**config.mk**
```make
export PLATFORM = sky130hd
export DESIGN_NAME = module_bin2seg_mux
export DESIGN_NICKNAME = d
export VERILOG_FILES = /design/src/rtl/display_pkg.sv /design/src/rtl/module_bin2bcd.sv /design/src/rtl/module_bin2seg_mux.sv
export SDC_FILE = /design/constraint.sdc
export NUM_CORES = 1
export LEC_CHECK = 0
export ABC_AREA = 1
export CORE_ASPECT_RATIO = 1.4
export CORE_UTILIZATION = 58
export CTS_CLUSTER_DIAMETER = 200
export DETAILED_ROUTE_END_ITERATION = 8
export PLACE_DENSITY = 0.8
export SYNTH_ARGS = -nofsm -noshare
export SYNTH_HDL_FRONTEND = slang
export SYNTH_SLANG_ARGS = --single-unit
```
**constraint.sdc**
```tcl
create_clock -name clk -period 1.85 [get_ports clk]
set_input_delay 0.37 -clock clk [delete_from_list [all_inputs] [get_ports clk]]
set_output_delay 0.37 -clock clk [all_outputs]
set_load 0.005 [all_outputs]
```
**src/rtl/display_pkg.sv**
```systemverilog
// Shared types and constants for the binary-to-7-segment display path.
package display_pkg;

  typedef enum logic [1:0] {IDLE, CONV, DONE} conv_state_t;

  // Active-low segment patterns {g,f,e,d,c,b,a} for digits 0..9.
  localparam logic [6:0] SEG_LUT [0:9] = '{
    7'b1000000, 7'b1111001, 7'b0100100, 7'b0110000, 7'b0011001,
    7'b0010010, 7'b0000010, 7'b1111000, 7'b0000000, 7'b0010000
  };

  localparam logic [6:0] SEG_BLANK   = 7'b1111111;
  localparam logic [1:0] DIGIT_UNITS = 2'b10;
  localparam logic [1:0] DIGIT_TENS  = 2'b01;
  localparam logic [1:0] DIGIT_OFF   = 2'b11;

  // Double-dabble correction: a nibble of 5 or more would overflow past 9
  // on the next shift, so pre-add 3.
  function automatic logic [3:0] dd_adjust(input logic [3:0] nib);
    if (nib >= 4'd5) return nib + 4'd3;
    return nib;
  endfunction

endpackage

```
**src/rtl/module_bin2bcd.sv**
```systemverilog
// Iterative double-dabble converter: 6-bit binary to two BCD digits.
// One shift per cycle; re-converts whenever the input differs from the
// last value it converted.
module module_bin2bcd
  import display_pkg::*;
(
  input  logic       clk,
  input  logic       rst,
  input  logic [5:0] count_i,
  output logic       busy_o,
  output logic [3:0] bcd_tens_o,
  output logic [3:0] bcd_units_o
);

  conv_state_t state_q, state_d;
  logic [5:0]  last_q, last_d;
  logic [2:0]  iter_q, iter_d;
  // {tens[13:10], units[9:6], binary[5:0]}
  logic [13:0] shreg_q, shreg_d;
  logic [13:0] adj;
  logic [3:0]  tens_q, tens_d;
  logic [3:0]  units_q, units_d;

  // Next-state and datapath update for the conversion FSM.
  always_comb begin
    state_d = state_q;
    last_d  = last_q;
    iter_d  = iter_q;
    shreg_d = shreg_q;
    tens_d  = tens_q;
    units_d = units_q;
    adj     = shreg_q;
    case (state_q)
      IDLE: begin
        if (count_i != last_q) begin
          shreg_d = {8'h00, count_i};
          last_d  = count_i;
          iter_d  = 3'd0;
          state_d = CONV;
        end
      end
      CONV: begin
        adj     = {dd_adjust(shreg_q[13:10]), dd_adjust(shreg_q[9:6]), shreg_q[5:0]};
        shreg_d = {adj[12:0], 1'b0};
        iter_d  = iter_q + 3'd1;
        if (iter_q == 3'd5) state_d = DONE;
      end
      DONE: begin
        tens_d  = shreg_q[13:10];
        units_d = shreg_q[9:6];
        state_d = IDLE;
      end
      default: state_d = IDLE;
    endcase
  end

  // State and data registers; reset aborts any conversion in flight.
  always_ff @(posedge clk or negedge rst) begin
    if (!rst) begin
      state_q <= IDLE;
      last_q  <= '0;
      iter_q  <= '0;
      shreg_q <= '0;
      tens_q  <= '0;
      units_q <= '0;
    end else begin
      state_q <= state_d;
      last_q  <= last_d;
      iter_q  <= iter_d;
      shreg_q <= shreg_d;
      tens_q  <= tens_d;
      units_q <= units_d;
    end
  end

  assign busy_o      = (state_q != IDLE);
  assign bcd_tens_o  = tens_q;
  assign bcd_units_o = units_q;

endmodule

```
**src/rtl/module_bin2seg_mux.sv**
```systemverilog
// Two-digit multiplexed common-anode 7-segment driver for a 6-bit count.
// Converts to BCD, alternates the lit digit every REFRESH_CYCLES clocks and
// registers anode and segment drive together so they switch on one edge.
module module_bin2seg_mux
  import display_pkg::*;
#(
  parameter int unsigned REFRESH_CYCLES = 27000,
  parameter bit          BLANK_ZERO     = 1'b1
) (
  input  logic       clk,
  input  logic       rst,
  input  logic [5:0] count_i,
  output logic       busy_o,
  output logic [3:0] bcd_tens_o,
  output logic [3:0] bcd_units_o,
  output logic [6:0] seg_o,
  output logic [1:0] an_o
);

  localparam int unsigned CNT_W = (REFRESH_CYCLES > 1) ? $clog2(REFRESH_CYCLES) : 1;
  localparam logic [CNT_W-1:0] CNT_LAST = CNT_W'(REFRESH_CYCLES - 1);

  logic [3:0] tens, units;
  logic [CNT_W-1:0] cnt_q, cnt_d;
  logic sel_q, sel_d;
  logic [6:0] seg_q, seg_d;
  logic [1:0] an_q, an_d;

  function automatic logic [6:0] seg_enc(input logic [3:0] d);
    if (d <= 4'd9) return SEG_LUT[d];
    return SEG_BLANK;
  endfunction

  module_bin2bcd u_bin2bcd (
    .clk         (clk),
    .rst         (rst),
    .count_i     (count_i),
    .busy_o      (busy_o),
    .bcd_tens_o  (tens),
    .bcd_units_o (units)
  );

  // Refresh counter wraps every REFRESH_CYCLES clocks and flips the digit select.
  always_comb begin
    cnt_d = cnt_q + 1'b1;
    sel_d = sel_q;
    if (cnt_q == CNT_LAST) begin
      cnt_d = '0;
      sel_d = ~sel_q;
    end
  end

  // Segment mux driven from the current select; optional leading-zero blanking.
  always_comb begin
    an_d  = DIGIT_UNITS;
    seg_d = seg_enc(units);
    if (sel_q) begin
      an_d  = DIGIT_TENS;
      seg_d = (BLANK_ZERO && (tens == 4'd0)) ? SEG_BLANK : seg_enc(tens);
    end
  end

  // Refresh and display registers; display is dark during reset.
  always_ff @(posedge clk or negedge rst) begin
    if (!rst) begin
      cnt_q <= '0;
      sel_q <= 1'b0;
      seg_q <= SEG_BLANK;
      an_q  <= DIGIT_OFF;
    end else begin
      cnt_q <= cnt_d;
      sel_q <= sel_d;
      seg_q <= seg_d;
      an_q  <= an_d;
    end
  end

  assign bcd_tens_o  = tens;
  assign bcd_units_o = units;
  assign seg_o       = seg_q;
  assign an_o        = an_q;

endmodule

```
## Word level (Yosys, flattened, before mapping)

Memories as Yosys holds them, arrays and structs flattened.
Index checks and enable logic that the tools add are counted.

| word-level totals | value |
|---|---|
| bits in registers | 58 |
| memory bits (read-only) | 224 |
| input port bits | 8 |
| output and inout bits | 18 |
| logic and storage cells | 69 |
| memories kept | 2 |

| cells by class | value |
|---|---|
| add/sub/neg operators | 4 |
| magnitude comparators | 6 |
| equality and inequality tests | 7 |
| multiplexer cells | 30 |
| bitwise logic cells | 3 |
| reduce and logical (&&, ||, !) cells | 7 |

Memories:

| name | words | bits a word | rd ports | clocked after Yosys merged registers in | wr ports | RTL line | source |
|---|---|---|---|---|---|---|---|
| (no name shown) | 16 | 7 | 1 | 0 | 0 | module_bin2seg_mux.sv:30 | `if (d <= 4'd9) return SEG_LUT[d];` |
| (no name shown) | 16 | 7 | 1 | 0 | 0 | module_bin2seg_mux.sv:30 |  |

Operators with widths:

| cell | number |
|---|---|
| $mux W7 | 10 |
| $pmux W14 S2 | 1 |
| $add A15 B1 Y15 const B | 1 |
| $eq A15 B15 Y1 const B | 1 |
| $mux W15 | 1 |
| $mux W14 | 1 |
| $ge A5 B5 Y1 const B | 2 |
| $not A4 Y5 | 2 |
| $mux W3 | 3 |
| $ge A4 B3 Y1 const B | 2 |
| $le A4 B4 Y1 const B | 2 |
| $mux W4 | 2 |
| $mux W1 | 7 |
| $mux W2 | 3 |
| $ne A6 B6 Y1 | 1 |
| $pmux W3 S2 | 1 |
| $reduce_and A2 Y1 | 3 |
| $add A4 B2 Y4 const B | 1 |
| $logic_not A4 Y1 | 1 |
| $ne A2 B1 Y1 const B | 2 |
| $pmux W2 S2 | 1 |
| $reduce_bool A2 Y1 | 2 |
| $add A3 B1 Y3 const B | 1 |
| $add A3 B2 Y3 const B | 1 |
| 5 further kinds | 5 |

## Depth between registers and ports, before layout

Gate-level depths: netlist of run 1.

| depth | value |
|---|---|
| depth in word-level cells | 8 |
| depth in mapped cells | 10 |
| depth with buffers taken out | 10 |

## Cells and area by module

A second synthesis of run 1 with hierarchy kept.

| unflattened totals | value |
|---|---|
| cells, all modules | 425 |
| area, all modules | 3255.6 um^2 |

By module, submodules not included:

| module | times used | cells each | area each (um^2) | seq. area each (um^2) |
|---|---|---|---|---|
| module_bin2bcd | 1 | 208 | 1655.3 | 825.8 |
| module_bin2seg_mux | 1 | 217 | 1600.3 | 636.9 |

## Worst setup path after synthesis of run 1

No wires, ideal clock.

| timing path | value |
|---|---|
| path type | register -> register |
| start point | reg cnt_q[0] |
| end point | reg cnt_q[14] |
| library setup time | 0.117 ns |
| data arrival time | 1.173 ns |
| data required time | 1.733 ns |
| path slack | 0.560 ns |
| cell stages (with the launch flop) | 11 |
| buffers on the path | 0 |
| clock period less this slack | 1.290 ns |
| cell sequence | dfrtp_1 > ha_1 > nand2_2 > nor2_4 > nand2_2 > nor2_4 > inv_2 > nor2_2 > nand2_1 > nand2_1 > nor2_1 |

| between the ends | value |
|---|---|
| cells in the longest elaborated chain, start to end | 2 |
| elaborated cells between the ends (all ways) | 3 |
| classes of those cells | add/sub (1); eq/ne (1); mux (1) |

Ends and longest elaborated chain:

| what | RTL line | source |
|---|---|---|
| from (decl) | module_bin2seg_mux.sv:24 | `logic [CNT_W-1:0] cnt_q, cnt_d;` |
| from (signal assigned) | module_bin2seg_mux.sv:71 | `cnt_q <= cnt_d;` |
| $add A15 B1 Y15 / $eq A15 B15 Y1 (equally long branches) | module_bin2seg_mux.sv:45, module_bin2seg_mux.sv:47 |  |
| $mux W15 * | module_bin2seg_mux.sv:47 | `if (cnt_q == CNT_LAST) begin` |
| named net cnt_d[14] | module_bin2seg_mux.sv:24 |  |

The timed path passes the listed nets; every way through them passes the cells marked *.
A chain may end at the register's enable or synchronous reset.

## Worst setup path in the final report of run 1

| timing path | value |
|---|---|
| start point | reg u_bin2bcd.tens_q[2] (netlist: u_bin2bcd.bcd_tens_o[2]) |
| end point | out bcd_tens_o[2] |

RTL lines:

| what | RTL line | source |
|---|---|---|
| from (decl) | module_bin2bcd.sv:21 | `logic [3:0] tens_q, tens_d;` |
| from (signal assigned) | module_bin2bcd.sv:71 | `tens_q <= tens_d;` |
| to (decl) | module_bin2seg_mux.sv:14 | `output logic [3:0] bcd_tens_o,` |

No word-level cell between the ends.

==> results of run 1 <==
==> registers in the layout, indices dropped and copies added, names as in the netlist <==
register	flops
an_o	2
cnt_q	15
seg_o	7
sel_q	1
u_bin2bcd.bcd_tens_o	4
u_bin2bcd.bcd_units_o	4
u_bin2bcd.iter_q	3
u_bin2bcd.last_q	6
u_bin2bcd.shreg_q	14
u_bin2bcd.state_q	2
==> routing by layer <==
metal  vias up  wire (µm)
met3        15        183
met1      1238       2550
met4         0        131
met2        53       3070
li1       1343          -
met5         -          0
==> where the power goes <==
group          switching, W  leakage, nW  internal, W
logic               0.00129         1.09     0.000993
clock network      0.000477        0.103     0.000692
registers          0.000349        0.718      0.00171
total               0.00211         1.91      0.00340
==> logic make-up (layout without fill, tap and decap cells) <==
logic type	after synthesis	count (layout)
adders and majority gates	17	17
DFF	58	58
buffers and inverters	70	109
and+or+nand+nor	199	199
AOI/OAI and AO/OA	52	52
xor gates and xnor gates	8	8
==> repair_timing <==
item / 4_1_cts / 5_1_grt
hold buffers: 0 / 0
setup endpoints to repair: 0 / 1
gates resized for setup: 0 / 1
==> worst min path at each step <==
stage	from	to	slack, ns	depth (start not counted)
3_3_place_gp	sel_q	an_o[0]	0.36	0
3_5_place_dp	sel_q	an_o[0]	0.38	0
5_1_grt	rst	u_bin2bcd.bcd_units_o[3]	0.04	2
4_1_cts	rst	u_bin2bcd.bcd_units_o[1]	0.03	2
6_report	rst	cnt_q[14]	0.03	2
2_1_floorplan	rst	cnt_q[0]	0.07	0
==> final cells by class <==
| class | count | area (µm²) |
|---|---|---|
| Fill cell | 424 | 1510 |
| Sequential cell | 58 | 1460 |
| Multi-Input combinational cell | 276 | 1410 |
| Timing Repair Buffer | 30 | 295 |
| Inverter | 63 | 236 |
| Clock buffer | 13 | 159 |
| Tap cell | 66 | 82.6 |
| Clock inverter | 3 | 40.0 |
==> placed cells by master (no fill, tap or decap), types with 3 or more instances in the layout <==
cell type / count
nand2_1: 109
inv_1: 57
dfrtp_1: 49
nor2_1: 35
o21ai_0: 31
nand3_1: 28
clkdlybuf4s50_1: 24
ha_1: 17
a21oi_1: 13
clkbuf_8: 11
nor3_1: 9
dfstp_2: 9
xor2_1: 8
o22ai_1: 6
inv_2: 6
nand4_1: 5
nor2_2: 4
buf_4: 4
nor2_4: 3
nand2_2: 3
==> stage by stage <==
stage / instance area, µm² / total power (W)
after CTS: 3680 / 0.00554
after detailed placement: 3490 / 0.00433
after global routing: 3690 / 0.00605
after floorplan: 3150 / 0.00359
after global placement: 3490 / 0.00422
final: 3690 / 0.00551
==> flow_summary_export.csv, run 1 <==
group,metric,value,unit
outcome,status,"finished clean",
worst_setup_path,critPathCaptureType,"output pin",
detailed_routing,vias,2649,
clocking,cts.sinks,58,
sta,fin_worst_skew,0.00995,ns
place,post-place-ws,-0.0333,ns
worst_setup_path,cp_top_family,"buffers and inverters",
place,gp_congestion,0.888,
worst_setup_path,path_cells,"clkdlybuf4s50_1",
final_layout,antennaDiodeCount,0,
yosys,synth_cells,404,
grt,grt_pass1_vias,2501,
flow_run,cap_violations,0,
yosys,synth_xor_area_share,2.22,%
final_layout,drive_above_1_share,10.8,%
sta,period_share,94.7,%
sta,tightest_slew,0.468,ns
detailed_routing,wl_per_cell,11.7,µm
yosys,synth_flop_cell,"dfrtp_1",
worst_setup_path,cp-startpoint,"u_bin2bcd.bcd_tens_o[2]",
grt,antenna_found_initial,0,
power,p_per_area,1490,nW/µm²
clocking,clk_pin_slew,0.06,ns
clocking,cts_max_path_buffers,2,
floorplanning,start_util,60.6,%
worst_setup_path,crit_path_end,"bcd_tens_o[2]",
final_layout,area_growth,17.0,%
yosys,syn_area_per_cell,7.80,µm²
sta,relSlewSlack,68.7,%
grt,grt_max_degree,59,
hold_path,hp-class,"input port to async pin",
final_layout,final_util,70.9,%
worst_setup_path,r2r-end,"seg_o[1]",
yosys,synth-compound-area-share,8.61,%
sta,hold_viol,0,
worst_setup_path,crit_slowest_cell,"clkdlybuf4s50_1",
sta,fmax,571,MHz
floorplanning,core_area,5200,µm²
grt,grt_use_met3,6.76,%
yosys,netlist_area,3150,µm²
floorplanning,ios,26,
grt,grt_util_all_layers,24.2,%
detailed_routing,drt_iter0_drc,194,
grt,grt_use_met1,27.3,%
worst_setup_path,required,1.48,ns
yosys,yosysSeqAreaShare,46.4,%
worst_setup_path,slowest_delay,0.56,ns
yosys,yosys-top-cells-area,"dfrtp_1 39%, nand2_1 13%, dfstp_2 7.5%",
detailed_routing,drcViolationCount,0,
sta,tns,0,ns
yosys,yosys.cell_count.top_type,"nand2_1",
clocking,postCtsSetupBuffers,0,
detailed_routing,routed_wl,5.94,mm
grt,grt_pass1_wl,10.6,mm
power,peakVddDrop,864,µV
sta,setup_viol,0,
final_layout,instances_no_fill,509,
place,port_buffers,25,
clocking,root_buffer,"clkbuf_8",
yosys,ys_types,25,
clocking,clock_latency,0.34,ns
sta,rsz0062_at_grt,"no",
clocking,numCtsBuffers,9,
worst_setup_path,rr_worst_depth,6,
worst_setup_path,crit_type,"register to output pin",
detailed_routing,ant_nets,0,
yosys,async_reset_ff_share,100,%
final_layout,nets,463,
floorplanning,die_h,89.2,µm
yosys,synth_edf_count,0,
floorplanning,die_x,64.3,µm
yosys,synth_top_family_by_area,"simple AND/OR/NAND/NOR gates",
worst_setup_path,critical_path.startpoint_type,"register",
place,dpl.cell_count,493,
worst_setup_path,crit_cells,1,
power,leakage,1.91,nW
yosys,yosys-mux-area-fraction,0,%
yosys,synth_top_area_share,38.9,%
grt,grt.overflow.total,0,
yosys,synthSimpleGateAreaFrac,27.1,%
grt,met2_usage,42.4,%
floorplanning,fp-row-count,31,
sta,period_minus_slack,1.75,ns
clocking,ctsHtreeMaxLevel,3,
grt,busiest_layer,"met2",
floorplanning,die-area,5740,µm²
place,hpwlAfterDp,4.20,mm
worst_setup_path,crit_fanout,8,
worst_setup_path,r2r_start,"u_bin2bcd.bcd_tens_o[0]",
yosys,synth_seq_cells,58,
yosys,synth_fa_ha_area_share,6.75,%
yosys,yosysTopAreaCell,"dfrtp_1",
worst_setup_path,arrival,1.38,ns
detailed_routing,via_per_inst,5.20,
worst_setup_path,cp_num_buf_inv,1,
sta,fin_ws,0.0976,ns
clocking,cts_tree,"yes",
yosys,yosysWarnings,0,
yosys,syn-num-nets,429,
sta,fin_hold_ws,0.0333,ns
sta,report.final.slew_viol_count,0,
worst_setup_path,rrSetupSlack,0.36,ns
detailed_routing,drtPass1Iterations,4,
yosys,synth_common_cells,"109 x nand2_1, 57 x inv_1, 49 x dfrtp_1",
Power figures use the tool's default switching activity.
==> run 2, diff against run 1 <==
- GPL_TIMING_DRIVEN: not set -> 0
==> run 2 against run 1 <==
  * Die area unchanged
  * Sequential cell count is the same
  * Design area is 1.4% higher
  * Setup slack worse by 0.019 ns
  * Global-route usage grew 0.21 points
==> flow_summary_export.csv, run 2 (synthesis results as in run 1) <==
group,metric,value,unit
floorplanning,die_x,64.3,µm
floorplanning,die_h,89.2,µm
clocking,cts_max_path_buffers,2,
sta,fin_hold_ws,0.0112,ns
clocking,clk_pin_slew,0.07,ns
sta,period_minus_slack,1.77,ns
final_layout,multiInputGateArea,1410,µm²
floorplanning,die-area,5740,µm²
detailed_routing,ant_nets,0,
sta,relSlewSlack,64.2,%
worst_setup_path,crit_slowest_cell,"clkdlybuf4s50_1",
final_layout,stdcell_area,3740,µm²
worst_setup_path,critical_path.startpoint_type,"register",
clocking,root_buffer,"clkbuf_8",
worst_setup_path,critPathCaptureType,"output pin",
final_layout,largest_register,"cnt_q",
detailed_routing,via_per_inst,5.24,
place,place_area,3500,µm²
worst_setup_path,required,1.48,ns
worst_setup_path,path_cells,"nor2_1 -> inv_1 -> clkdlybuf4s50_1",
grt,grt_max_degree,37,
power,leakage,1.93,nW
flow_run,cap_violations,0,
clocking,clock_latency,0.33,ns
sta,fin_ws,0.0787,ns
sta,report.final.slew_viol_count,0,
place,hpwlAfterDp,4.43,mm
worst_setup_path,crit_type,"register to output pin",
hold_path,hp-class,"input port to async pin",
place,gp_congestion,0.888,
worst_setup_path,crit_fanout,3,
grt,grt_pass1_vias,2560,
floorplanning,core_area,5200,µm²
place,post-place-ws,-0.0146,ns
final_layout,drive_above_1_share,11.2,%
place,port_buffers,25,
final_layout,nets,466,
sta,fmax,565,MHz
clocking,cts_tree,"yes",
sta,tns,0,ns
floorplanning,start_util,60.6,%
outcome,status,"finished clean",
sta,tightest_slew,0.537,ns
final_layout,antennaDiodeCount,0,
final_layout,fillers,431,
detailed_routing,wl_per_cell,12.0,µm
detailed_routing,drcViolationCount,0,
final_layout,final_util,71.9,%
worst_setup_path,slowest_delay,0.44,ns
floorplanning,ios,26,
grt,grt_util_all_layers,24.4,%
floorplanning,fp-row-count,31,
clocking,cts.sinks,58,
detailed_routing,vias,2684,
sta,rsz0062_at_grt,"no",
grt,antenna_found_initial,0,
worst_setup_path,arrival,1.40,ns
power,peakVddDrop,1030,µV
power,p_per_area,1530,nW/µm²
clocking,numCtsBuffers,9,
detailed_routing,drtPass1Iterations,4,
grt,grt_pass1_wl,10.7,mm
clocking,postCtsSetupBuffers,0,
sta,setup_viol,0,
grt,grt.overflow.total,0,
final_layout,regArea,1460,µm²
final_layout,largest_reg_flops,15,
sta,hold_viol,0,
detailed_routing,drt_iter0_drc,177,
detailed_routing,routed_wl,6.15,mm
final_layout,layout_common_cells,"109 x nand2_1, 57 x inv_1, 49 x dfrtp_1, 36 x nor2_1, 31 x o21ai_0",
final_layout,final_common_cell,"nand2_1",
sta,fin_worst_skew,0.00885,ns
final_layout,area_growth,18.6,%
sta,period_share,95.7,%
clocking,cts_resized,0,
clocking,cts_hold_buffers,0,
clocking,ctsHtreeMaxLevel,3,
run 2: cell count changes in the layout (fill, tap and decap cells not counted):
| cell | delta |
|---|---|
| buf_6 | +1 |
| bufinv_16 | +1 |
| clkinv_2 | -1 |
| nor2_1 | +1 |
| nor2_2 | -1 |
| buf_4 | -2 |
| clkinvlp_4 | +1 |
| buf_2 | +2 |
| clkbuf_8 | +1 |
run 2: through the flow:
stage                     total power, W  cells
final                            0.00573    512
after global routing             0.00623    512
after CTS                        0.00577    512
after detailed placement         0.00436    496
after global placement           0.00424    495
after floorplan                  0.00359    404
run 2: where the power goes:
part / leakage (nW) / internal, W / switching [W]
clock: 0.119 / 0.000866 / 0.000501
sequential: 0.718 / 0.00171 / 0.000335
combinational: 1.10 / 0.00101 / 0.00130
total: 1.93 / 0.00359 / 0.00214
run 2: worst max-delay path: cells and delay by family, from the launching register on:
family,cells,cell delay [ns]
DFF,1,0.40
and+or+nand+nor,1,0.17
buffers and inverters,2,0.50
run 2: final cells by class:
class                      instances  area share, %
sequential                        58           39.1
clock buffer                      12           4.42
timing repair buffer              26           7.10
buffer                             7           1.17
tap                               66           2.21
inverter                          63           6.33
multi-input combinational        276           37.7
clock inverter                     4           1.94
run 2: worst paths after layout:
path	startpoint	endpoint	slack, ns	cells after the start
setup reg to reg	u_bin2bcd.bcd_tens_o[0]	seg_o[1]	0.32	6
hold reg to reg	sel_q	an_o[0]	0.38	0
min in group clk	sel_q	an_o[0]	0.38	0
setup / recovery	u_bin2bcd.state_q[1]	busy_o	0.08	3
max in group asynchronous	rst	an_o[0]	1.21	2
hold / removal	rst	u_bin2bcd.bcd_units_o[2]	0.01	1
run 2: per-layer routing:
metal / part of all wire (%) / global-route usage, %
met1: 41 / 26.7
met2: 54 / 44.4
met3: 4.0 / 6.51
met4: 1.2 / 10.1
met5: 0 / 0
